<file path="src/rtl/mlu_ctrl.sv">
// Sequencer for the combinational 32x32 multiplier: holds operands stable for
// LATENCY cycles, captures the product into HI/LO and stalls EX while busy.
module mlu_ctrl #(
  parameter int LATENCY = 2
) (
  input  logic        clk,
  input  logic        resetn,
  input  logic        req_valid,
  input  logic        req_sign,
  input  logic [31:0] req_op1,
  input  logic [31:0] req_op2,
  output logic        req_ready,
  input  logic        flush,
  input  logic        mthi_we,
  input  logic        mtlo_we,
  input  logic [31:0] mt_data,
  output logic        mul_start_o,
  output logic        mul_sign_o,
  output logic [31:0] mul_op1_o,
  output logic [31:0] mul_op2_o,
  input  logic [63:0] mul_result_i,
  output logic        stall_o,
  output logic        done_o,
  output logic [31:0] hi_o,
  output logic [31:0] lo_o
);

  localparam int CW = $clog2(LATENCY + 1);

  typedef enum logic [1:0] {IDLE, BUSY, DONE} state_t;

  state_t        state;
  state_t        state_nxt;
  logic [CW-1:0] cnt;
  logic          accept;
  logic          capture;

  assign accept  = (state == IDLE) && req_valid && !flush;
  assign capture = (state == BUSY) && !flush && (cnt == CW'(LATENCY - 1));
  assign stall_o = req_valid && !flush && (state != DONE);

  always_ff @(posedge clk or negedge resetn) begin
    if (!resetn) begin
      state <= IDLE;
      cnt   <= '0;
    end else begin
      state <= state_nxt;
      if (accept)
        cnt <= '0;
      else if (state == BUSY)
        cnt <= cnt + CW'(1);
    end
  end

  always_ff @(posedge clk or negedge resetn) begin
    if (!resetn) begin
      mul_sign_o <= 1'b0;
      mul_op1_o  <= '0;
      mul_op2_o  <= '0;
    end else if (accept) begin
      mul_sign_o <= req_sign;
      mul_op1_o  <= req_op1;
      mul_op2_o  <= req_op2;
    end
  end

  // MT writes only land in IDLE, so a product capture can never race them.
  always_ff @(posedge clk or negedge resetn) begin
    if (!resetn) begin
      hi_o <= '0;
      lo_o <= '0;
    end else if (capture) begin
      hi_o <= mul_result_i[63:32];
      lo_o <= mul_result_i[31:0];
    end else if (state == IDLE) begin
      if (mthi_we)
        hi_o <= mt_data;
      if (mtlo_we)
        lo_o <= mt_data;
    end
  end

  always_comb begin
    state_nxt   = state;
    req_ready   = 1'b0;
    mul_start_o = 1'b0;
    done_o      = 1'b0;
    case (state)
      IDLE: begin
        req_ready = 1'b1;
        if (accept)
          state_nxt = BUSY;
      end
      BUSY: begin
        mul_start_o = 1'b1;
        if (flush)
          state_nxt = IDLE;
        else if (capture)
          state_nxt = DONE;
      end
      DONE: begin
        done_o    = 1'b1;
        state_nxt = IDLE;
      end
      default: state_nxt = IDLE;
    endcase
  end

endmodule
</file>
<file path="config.mk">
export PLATFORM = sky130hd
export DESIGN_NAME = mlu_ctrl
export DESIGN_NICKNAME = d
export VERILOG_FILES = /design/src/rtl/mlu_ctrl.sv
export SDC_FILE = /design/constraint.sdc
export NUM_CORES = 1
export LEC_CHECK = 0
export BUFFER_PORTS_ARGS = -buffer_cell sky130_fd_sc_hd__buf_2
export CORE_MARGIN = 5
export CORE_UTILIZATION = 45
export CTS_CLUSTER_SIZE = 40
export DETAILED_ROUTE_END_ITERATION = 10
export PLACE_DENSITY = 0.81
export SLEW_MARGIN = 0
export SYNTH_ARGS = -nofsm -noshare
export SYNTH_HDL_FRONTEND = slang
export SYNTH_SLANG_ARGS = --single-unit
</file>
<file path="constraint.sdc">
create_clock -name clk -period 2.4 [get_ports clk]
set_input_delay 0.48 -clock clk [delete_from_list [all_inputs] [get_ports clk]]
set_output_delay 0.48 -clock clk [all_outputs]
set_load 0.05 [all_outputs]
</file>
==> flow_summary.json, run 1 <==
{
  "p_int_w": 0.006134,
  "ir_drop_mv": 0.8957,
  "worst_pin_slew_ns": 0.7999,
  "fin_crit_sh": 0.8792,
  "cp_data_required_time_ns": 1.92,
  "yosys_warnings": 0,
  "die_h_um": 120.9,
  "synth_cell_type_count": 20,
  "root_buffer": "clkbuf_16",
  "clock_sinks": 133,
  "cts_tree": "yes",
  "detail_route.wl_per_cell_um": 17.50,
  "htree_levels": 4,
  "drc": 0,
  "synth_edf_count": 0,
  "clk_latency_ns": 0.41,
  "port_buffers": 299,
  "fin_cells": 984,
  "syn_area_per_cell_um2": 10.88,
  "core_area_um2": 12060,
  "total_power_w": 0.01173,
  "p_sw_w": 0.005600,
  "rsz0062_at_grt": "false",
  "synthTopCellsByArea": "dfrtp_1 60%, mux2_2 9.8%, nand2_1 8.7%, a31oi_1 7.2%, mux2_4 4.6%",
  "final_antenna_net_count": 0,
  "rows": 40,
  "fin_hold_ws_ns": 0.03630,
  "setup_viol": 0,
  "final_layout_size_suffix_gt1_frac": 0.5037,
  "grt_overflow": 0,
  "synth.most_common_cell": "dfrtp_1",
  "relSlewSlack": 0.4667,
  "cts_inserted_buffers": 17,
  "worstPathArrival_ns": 1.63,
  "drv_slew": 0,
  "tns_ns": 0,
  "cts_hold_buf": 0,
  "min_period_ns": 2.110,
  "post_cts_resized": 0,
  "clock_skew_ns": 0.01130,
  "seq_power_share": 0.303,
  "fmax_ghz": 0.4739,
  "chipWidth_um": 120.9,
  "synth_commonest_cells": "133 x dfrtp_1, 128 x nand2_1, 65 x nor2_1",
  "yosys_most_used_dff": "dfrtp_1",
  "firstDrtPassIters": 5,
  "yosysSeqAreaShare": 0.6010,
  "syn_nets": 677,
  "dpl.hpwl_um": 12530,
  "hp-class": "input pin to async pin",
  "fillers": 976,
  "netSwitchingFraction": 0.4772,
  "ys_seq_elements": 133,
  "startpoint_type": "flop",
  "wl_um": 17220,
  "die-area_um2": 14630,
  "grt_pass1_vias": 4935,
  "async_reset_ff_frac": 1.000,
  "comb_power_share": 0.469,
  "p_leak_nw": 4.074,
  "initial_core_util": 0.4591,
  "layout.nets": 967,
  "powerDensity_nw_per_um2": 1499,
  "grt_start_max_net_pins": 80,
  "hold_viol": 0,
  "critPathKind": "flop to primary output",
  "netlist_area_um2": 5538,
  "post-cts-setup-buffers": 0,
  "clk_pin_slew_worst_paths_ns": 0.06,
  "place_congestion": 0.8341,
  "grt.total_usage": 0.2268,
  "outcome": "finished, final reports clean",
  "place_inst": 948,
  "critical_path_peak_fanout": 9,
  "dr_total_vias": 4986,
  "ctsLongestPathBuffers": 2,
  "antenna_found_initial": 4,
  "area_growth_pct": 41.32,
  "synthCells": 509,
  "power_frac_clock": 0.227,
  "maxCapViolations": 0,
  "via_per_inst": 5.067,
  "end_kind": "primary output",
  "synth_top_cell_area_share": 0.6010,
  "grt_pass1_wl_um": 25700,
  "synth_area_leader_cell": "dfrtp_1",
  "drtIter0Drc": 365,
  "fin_util": 0.6489,
  "pin_count": 300
}
-- path summary, 6_finish.rpt --
check	from	to	slack [ns]	cells past startpoint
max	state[1]	stall_o	0.29	3
min	resetn	lo_o[24]	0.04	2
max reg2reg	cnt[1]	lo_o[3]	0.51	6
min reg2reg	mul_op2_o[13]	mul_op2_o[13]	0.50	1
max in group asynchronous	resetn	mul_op1_o[7]	1.98	2
min in group clk	req_op2[15]	mul_op2_o[15]	0.31	2
-- flip-flops by register name, indices dropped and copies added, names as in the netlist --
name / count
lo_o: 32
mul_op1_o: 32
mul_op2_o: 32
cnt: 2
mul_sign_o: 1
hi_o: 32
state: 2
-- power groups by stage --
stage,logic [W],registers (W),clock network [W]
floorplan,0.00116,0.00647,0
detailed placement,0.00555,0.00356,0
CTS,0.00555,0.00355,0.00269
global placement,0.00545,0.00353,0
global route,0.00576,0.00366,0.00281
finish,0.00551,0.00356,0.00266
-- layout by cell type (no fill, tap or decap), types with 3 or more instances in the layout --
cell type	instances
buf_2	298
dfrtp_1	133
nand2_1	128
nor2_1	65
a31oi_1	64
mux2_2	48
mux2_4	17
clkbuf_16	17
buf_4	5
diode_2	4
inv_1	3
nor3b_2	3
clkinvlp_4	3
bufinv_16	3
buf_12	3
-- layout make-up --
class,count,area [µm²],share of cell area
Sequential cell,133,3328,0.4253
Multi-Input combinational cell,337,2057,0.2628
Timing Repair Buffer,307,1600,0.2045
Clock buffer,21,460.4,0.05883
Tap cell,168,210.2,0.02686
Clock inverter,11,148.9,0.01902
Inverter,3,11.26,0.001439
Antenna cell,4,10.01,0.001279
-- layer usage --
layer	wire length, µm	global-route usage	vias to the layer above
li1	-	-	2316
met1	6549	0.2714	2383
met2	8659	0.3835	249
met3	1416	0.05967	38
met4	594	0.1020	0
met5	0	0	-
-- cell families (layout without fill, tap and decap cells) --
family / after synthesis / after routing / synth area share
AO/OA/AOI/OAI: 67 / 67 / 0.07546
adder cells (fa/ha/maj): 1 / 1 / 0.002259
buffers and inverters: 39 / 342 / 0.03163
flip-flops: 133 / 133 / 0.6010
multiplexers: 65 / 65 / 0.1437
other: 0 / 4 / 0
AND/OR/NAND/NOR: 204 / 204 / 0.1460
-- worst max-delay path, stage by stage, from the launching register on --
cell     delay [ns]
dfrtp_1        0.48
nor2b_1        0.23
nor3b_2        0.22
buf_2          0.30
-- through the flow --
step | cell area [µm²] | worst slack, ns
6_report | 7826 | 0.2900
5_1_grt | 7826 | 0.1978
4_1_cts | 7816 | 0.2734
3_5_place_dp | 7207 | 0.5141
3_3_place_gp | 7207 | 0.5616
2_1_floorplan | 5543 | 0.3898
Power figures use the tool's default switching activity.
==> run 2: changes to the inputs <==
ABC_CLOCK_PERIOD_IN_PS = 2400   (was unset)
CORE_AREA = 2 2 118 120   (was unset)
CORE_MARGIN = unset   (was 5)
CORE_UTILIZATION = unset   (was 45)
DIE_AREA = 0 0 120 122   (was unset)
PLACE_DENSITY = 0.75   (was 0.81)
==> flow_summary.json, run 2 (synthesis results as in run 1) <==
{
  "outcome": "finished, final reports clean",
  "post-cts-setup-buffers": 0,
  "htree_levels": 4,
  "chipWidth_um": 120,
  "critPathKind": "flop to primary output",
  "clock_skew_ns": 0.008188,
  "worst_pin_slew_ns": 0.8468,
  "final_antenna_net_count": 0,
  "cts_inserted_buffers": 17,
  "area_growth_pct": 40.92,
  "post_cts_resized": 0,
  "ir_drop_mv": 0.5867,
  "worstPathArrival_ns": 1.54,
  "grt_overflow": 0,
  "dr_total_vias": 4895,
  "rows": 43,
  "hold_viol": 0,
  "r2r_start": "state[1]",
  "die-area_um2": 14640,
  "min_period_ns": 2.020,
  "drtIter0Drc": 321,
  "clk_pin_slew_worst_paths_ns": 0.06,
  "grt_start_max_net_pins": 73,
  "die_h_um": 122,
  "firstDrtPassIters": 4,
  "detail_route.wl_per_cell_um": 15.91,
  "wl_um": 15850,
  "startpoint": "state[1]",
  "clk_latency_ns": 0.40,
  "startpoint_type": "flop",
  "drv_slew": 0,
  "pin_count": 300,
  "root_buffer": "clkbuf_16",
  "layout.nets": 970,
  "initial_core_util": 0.4101,
  "cp_data_required_time_ns": 1.92,
  "fin_cells": 996,
  "tns_ns": 0,
  "layout_commonest_cell": "buf_2",
  "place_congestion": 0.8364,
  "powerDensity_nw_per_um2": 1468,
  "fin_crit_sh": 0.8415,
  "end_kind": "primary output",
  "critical_path_peak_fanout": 9,
  "fillers": 1181,
  "grt.total_usage": 0.2161,
  "port_buffers": 299,
  "grt_pass1_vias": 4710,
  "dpl.hpwl_um": 11570,
  "grt_pass1_wl_um": 24470,
  "core_area_um2": 13500,
  "hp-class": "input pin to async pin",
  "clock_sinks": 133,
  "relSlewSlack": 0.4355,
  "final_layout_size_suffix_gt1_frac": 0.5080,
  "rsz0062_at_grt": "false",
  "fmax_ghz": 0.4951,
  "place_inst": 963,
  "cts_hold_buf": 0,
  "via_per_inst": 4.915,
  "antenna_found_initial": 1,
  "setup_viol": 0,
  "layout_common_cells": "298 x buf_2, 133 x dfrtp_1, 128 x nand2_1",
  "ctsLongestPathBuffers": 2,
  "p_leak_nw": 4.072,
  "drc": 0,
  "maxCapViolations": 0,
  "cts_tree": "yes"
}
-- run 2: changes by cell type in the layout (fill, tap and decap cells not counted), sizes merged --
cell	previous run	this run
buf	307	310
bufinv	3	1
clkbuf	21	17
clkinv	3	8
clkinvlp	3	2
diode	4	1
inv	5	7
-- run 2: path summary, 6_finish.rpt --
check                                     end  slack (ns)  cells past startpoint
worst min register to register  mul_op2_o[10]        0.50                      1
worst min-delay path                 lo_o[12]        0.03                      1
worst max register to register  mul_op2_o[16]        0.55                      3
worst max-delay path                  stall_o        0.38                      3
max in group asynchronous       mul_op2_o[18]        1.73                      2
min in group clk                mul_op2_o[26]        0.31                      2
-- run 2: area by class of cell --
type	instances	area (µm²)	area share
diodes	1	2.502	0.0003207
repair buffers	310	1623	0.2080
clock buffers	17	425.4	0.05451
inverters	3	11.26	0.001443
well taps	180	225.2	0.02886
flip-flops and latches	133	3328	0.4265
clock inverters	15	131.4	0.01684
multi-input cells	337	2057	0.2636
-- run 2: through the flow --
| stage | cell area (µm²) | worst slack (ns) | hold WS, ns | total power, W | utilization |
|---|---|---|---|---|---|
| 5_1_grt | 7804 | 0.2981 | 0.05325 | 0.01201 | 0.5779 |
| 2_1_floorplan | 5543 | 0.3898 | 0.1844 | 0.007626 | - |
| 4_1_cts | 7801 | 0.3567 | 0.03533 | 0.01155 | 0.5777 |
| 3_3_place_gp | 7244 | 0.5080 | 0.4817 | 0.008988 | 0.5365 |
| 6_report | 7804 | 0.3804 | 0.03021 | 0.01145 | 0.5779 |
| 3_5_place_dp | 7244 | 0.4949 | 0.4794 | 0.009080 | 0.5365 |
-- run 2: report_power, final --
part           internal, W  leakage [nW]  switching [W]
Sequential         0.00309          1.59       0.000462
Combinational      0.00136          2.21        0.00411
Clock              0.00143         0.274        0.00100
-- run 2: critical path, cell delays in order (launching register included) --
cell and delay [ns]:
dfrtp_1 0.47, nor2b_1 0.19, nor3b_2 0.18, buf_2 0.30
-- run 2: metal layers --
layer  track usage  wire (µm)
met1        0.2627       6491
met2        0.3746       8005
met3       0.05852       1068
met4       0.06912        285
met5             0          0
==> run 3: changes to the inputs <==
ABC_AREA = 1   (was unset)
ABC_CLOCK_PERIOD_IN_PS = 1700   (was 2400)
CORE_AREA = unset   (was 2 2 118 120)
CORE_UTILIZATION = 41   (was unset)
DIE_AREA = unset   (was 0 0 120 122)
PLACE_DENSITY = 0.77   (was 0.75)
clock period = 1.7 ns   (was 2.4 ns; I/O delays follow)
==> flow_summary.json, run 3 <==
{
  "outcome": "finished, final reports clean",
  "maxCapViolations": 0,
  "synth.most_common_cell": "nand3_1",
  "layout_commonest_cell": "buf_2",
  "r2r_slack_ns": 0.11,
  "final_layout_size_suffix_gt1_frac": 0.3720,
  "drtIter0Drc": 386,
  "core_area_um2": 13400,
  "root_buffer": "clkbuf_16",
  "cts_inserted_buffers": 17,
  "port_buffers": 299,
  "clock_skew_ns": 0.006784,
  "worst_r2r_path_depth": 5,
  "chipWidth_um": 120.1,
  "area_growth_pct": 42.21,
  "min_period_ns": 1.690,
  "fin_cells": 1141,
  "worst_pin_slew_ns": 0.4737,
  "die_h_um": 120.1,
  "final_antenna_net_count": 0,
  "rr_endpoint": "lo_o[0]",
  "htree_levels": 4,
  "critical_path_peak_fanout": 3,
  "die-area_um2": 14420,
  "rows": 42,
  "dr_total_vias": 5729,
  "relSlewSlack": 0.6842,
  "synthTopCellsByArea": "dfrtp_1 58%, nand3_1 16%, nand2_1 9.3%, o21ai_0 5.7%, inv_1 4.7%",
  "synth_cell_type_count": 19,
  "clk_pin_slew_worst_paths_ns": 0.06,
  "wl_met1_um": 6871,
  "wl_met2_um": 8870,
  "layout_common_cells": "294 x buf_2, 186 x nand3_1, 142 x nand2_1",
  "startpoint_type": "flop",
  "place_inst": 1106,
  "end_kind": "primary output",
  "grt_start_max_net_pins": 128,
  "yosysSeqAreaShare": 0.5821,
  "p_leak_nw": 4.539,
  "synth_compound_area_frac": 0.06018,
  "powerDensity_nw_per_um2": 1991,
  "grt_overflow": 0,
  "netlist_area_um2": 5718,
  "tns_ns": 0,
  "firstDrtPassIters": 5,
  "yosys_most_used_dff": "dfrtp_1",
  "via_per_inst": 5.021,
  "antennaDiodeCount": 0,
  "drc": 0,
  "detail_route.wl_per_cell_um": 15.30,
  "hp-class": "input pin to flop",
  "synth_mux_area_frac": 0,
  "synth_area_leader_cell": "dfrtp_1",
  "grt_pass1_wl_um": 26430,
  "wl_met3_um": 1421,
  "async_reset_ff_frac": 1.000,
  "critPathKind": "flop to primary output",
  "place_congestion": 0.8273,
  "synth_top_cell_area_share": 0.5821,
  "synth_commonest_cells": "186 x nand3_1, 142 x nand2_1, 133 x dfrtp_1",
  "synth_edf_count": 0,
  "dpl.hpwl_um": 12180,
  "r2r_start": "cnt[0]",
  "pin_count": 300,
  "hold_viol": 0,
  "ir_drop_mv": 1.084,
  "ys_seq_elements": 133,
  "synth-simple-area-share": 0.2683,
  "drv_slew": 0,
  "rsz0062_at_grt": "true",
  "clock_sinks": 133,
  "startpoint": "state[1]",
  "wl_um": 17450,
  "antenna_found_initial": 0,
  "cts_tree": "yes",
  "grt_pass1_vias": 5238,
  "ctsLongestPathBuffers": 2,
  "grt.total_usage": 0.2380,
  "fmax_ghz": 0.5918,
  "syn_nets": 827,
  "layout.nets": 1121,
  "worstPathArrival_ns": 1.35,
  "endpoint": "stall_o",
  "top_layer": "met4",
  "setup_viol": 0,
  "synthCells": 659,
  "synth_top_family_by_area": "simple AND/OR/NAND/NOR gates",
  "clk_latency_ns": 0.41,
  "yosys_warnings": 0,
  "yosys.area_share.xor_xnor": 0,
  "cp_data_required_time_ns": 1.36,
  "syn_area_per_cell_um2": 8.677,
  "fin_crit_sh": 0.9939,
  "initial_core_util": 0.4267,
  "synth_adder_area_share": 0.002188
}
run 3: cell count changes after synthesis, moves of 22 or more:
cell     before  now
a31oi_1      64    0
buf_2         5   27
inv_1         3   72
mux2_2       48    0
nand3_1       2  186
nor2_1       65    3
o21ai_0       2   65
run 3: through the flow:
| stage | setup slack [ns] | area (µm²) | util | total power [W] | hold slack (ns) |
|---|---|---|---|---|---|
| after floorplan | 0.03746 | 5731 | - | 0.01052 | 0.04441 |
| after global placement | 0.1437 | 7483 | 0.5585 | 0.01252 | 0.3118 |
| after detailed placement | 0.1045 | 7483 | 0.5585 | 0.01263 | 0.3146 |
| after CTS | -0.01454 | 8085 | 0.6034 | 0.01625 | 0.1241 |
| after global routing | -0.02856 | 8132 | 0.6068 | 0.01699 | 0.1336 |
| final | 0.01033 | 8132 | 0.6068 | 0.01619 | 0.1410 |
run 3: cell type report:
| type | instances | area [µm²] |
|---|---|---|
| Timing Repair Buffer | 321 | 1817 |
| Clock inverter | 9 | 102.6 |
| Inverter | 73 | 274.0 |
| Fill cell | 1201 | 5269 |
| Clock buffer | 22 | 474.2 |
| Sequential cell | 133 | 3331 |
| Tap cell | 176 | 220.2 |
| Multi-Input combinational cell | 407 | 1913 |
run 3: worst min path at each step:
| stage | startpoint | to | slack, ns | cells past startpoint |
|---|---|---|---|---|
| finish | mul_result_i[62] | hi_o[30] | 0.14 | 3 |
| detailed placement | resetn | mul_op1_o[31] | 0.31 | 1 |
| CTS | mul_result_i[54] | hi_o[22] | 0.12 | 3 |
| floorplan | resetn | cnt[0] | 0.04 | 0 |
| global placement | resetn | mul_op1_o[31] | 0.31 | 1 |
| global route | mul_result_i[45] | hi_o[13] | 0.13 | 3 |
run 3: cells by family after synthesis:
| logic type | Yosys count |
|---|---|
| simple gates | 338 |
| fa+ha+maj | 1 |
| buf+inv | 119 |
| flops | 133 |
| compound gates | 68 |
run 3: per-layer routing:
metal,vias up,global-route usage
li1,2738,-
met4,0,0.09453
met3,22,0.06987
met1,2690,0.2824
met2,279,0.4034
met5,-,0
run 3: timing repair:
| action | CTS | global route |
|---|---|---|
| endpoints found under the setup margin | 3 | 7 |
| gates cloned | 0 | 2 |
| pin swaps | 0 | 1 |
| resized for setup | 7 | 5 |
| hold endpoints to repair | 38 | 0 |
| hold buffers | 1 | 0 |
| buffers inserted | 0 | 1 |
run 3: critical path: stages (launching register included):
cell	delay [ns]
dfrtp_2	0.44
inv_2	0.08
nor2_2	0.05
nor3b_2	0.19
buf_6	0.19
run 3: report_power, final:
| part | internal [W] | switching [W] |
|---|---|---|
| Clock | 0.00225 | 0.00131 |
| Combinational | 0.00174 | 0.00592 |
| Sequential | 0.00432 | 0.000638 |
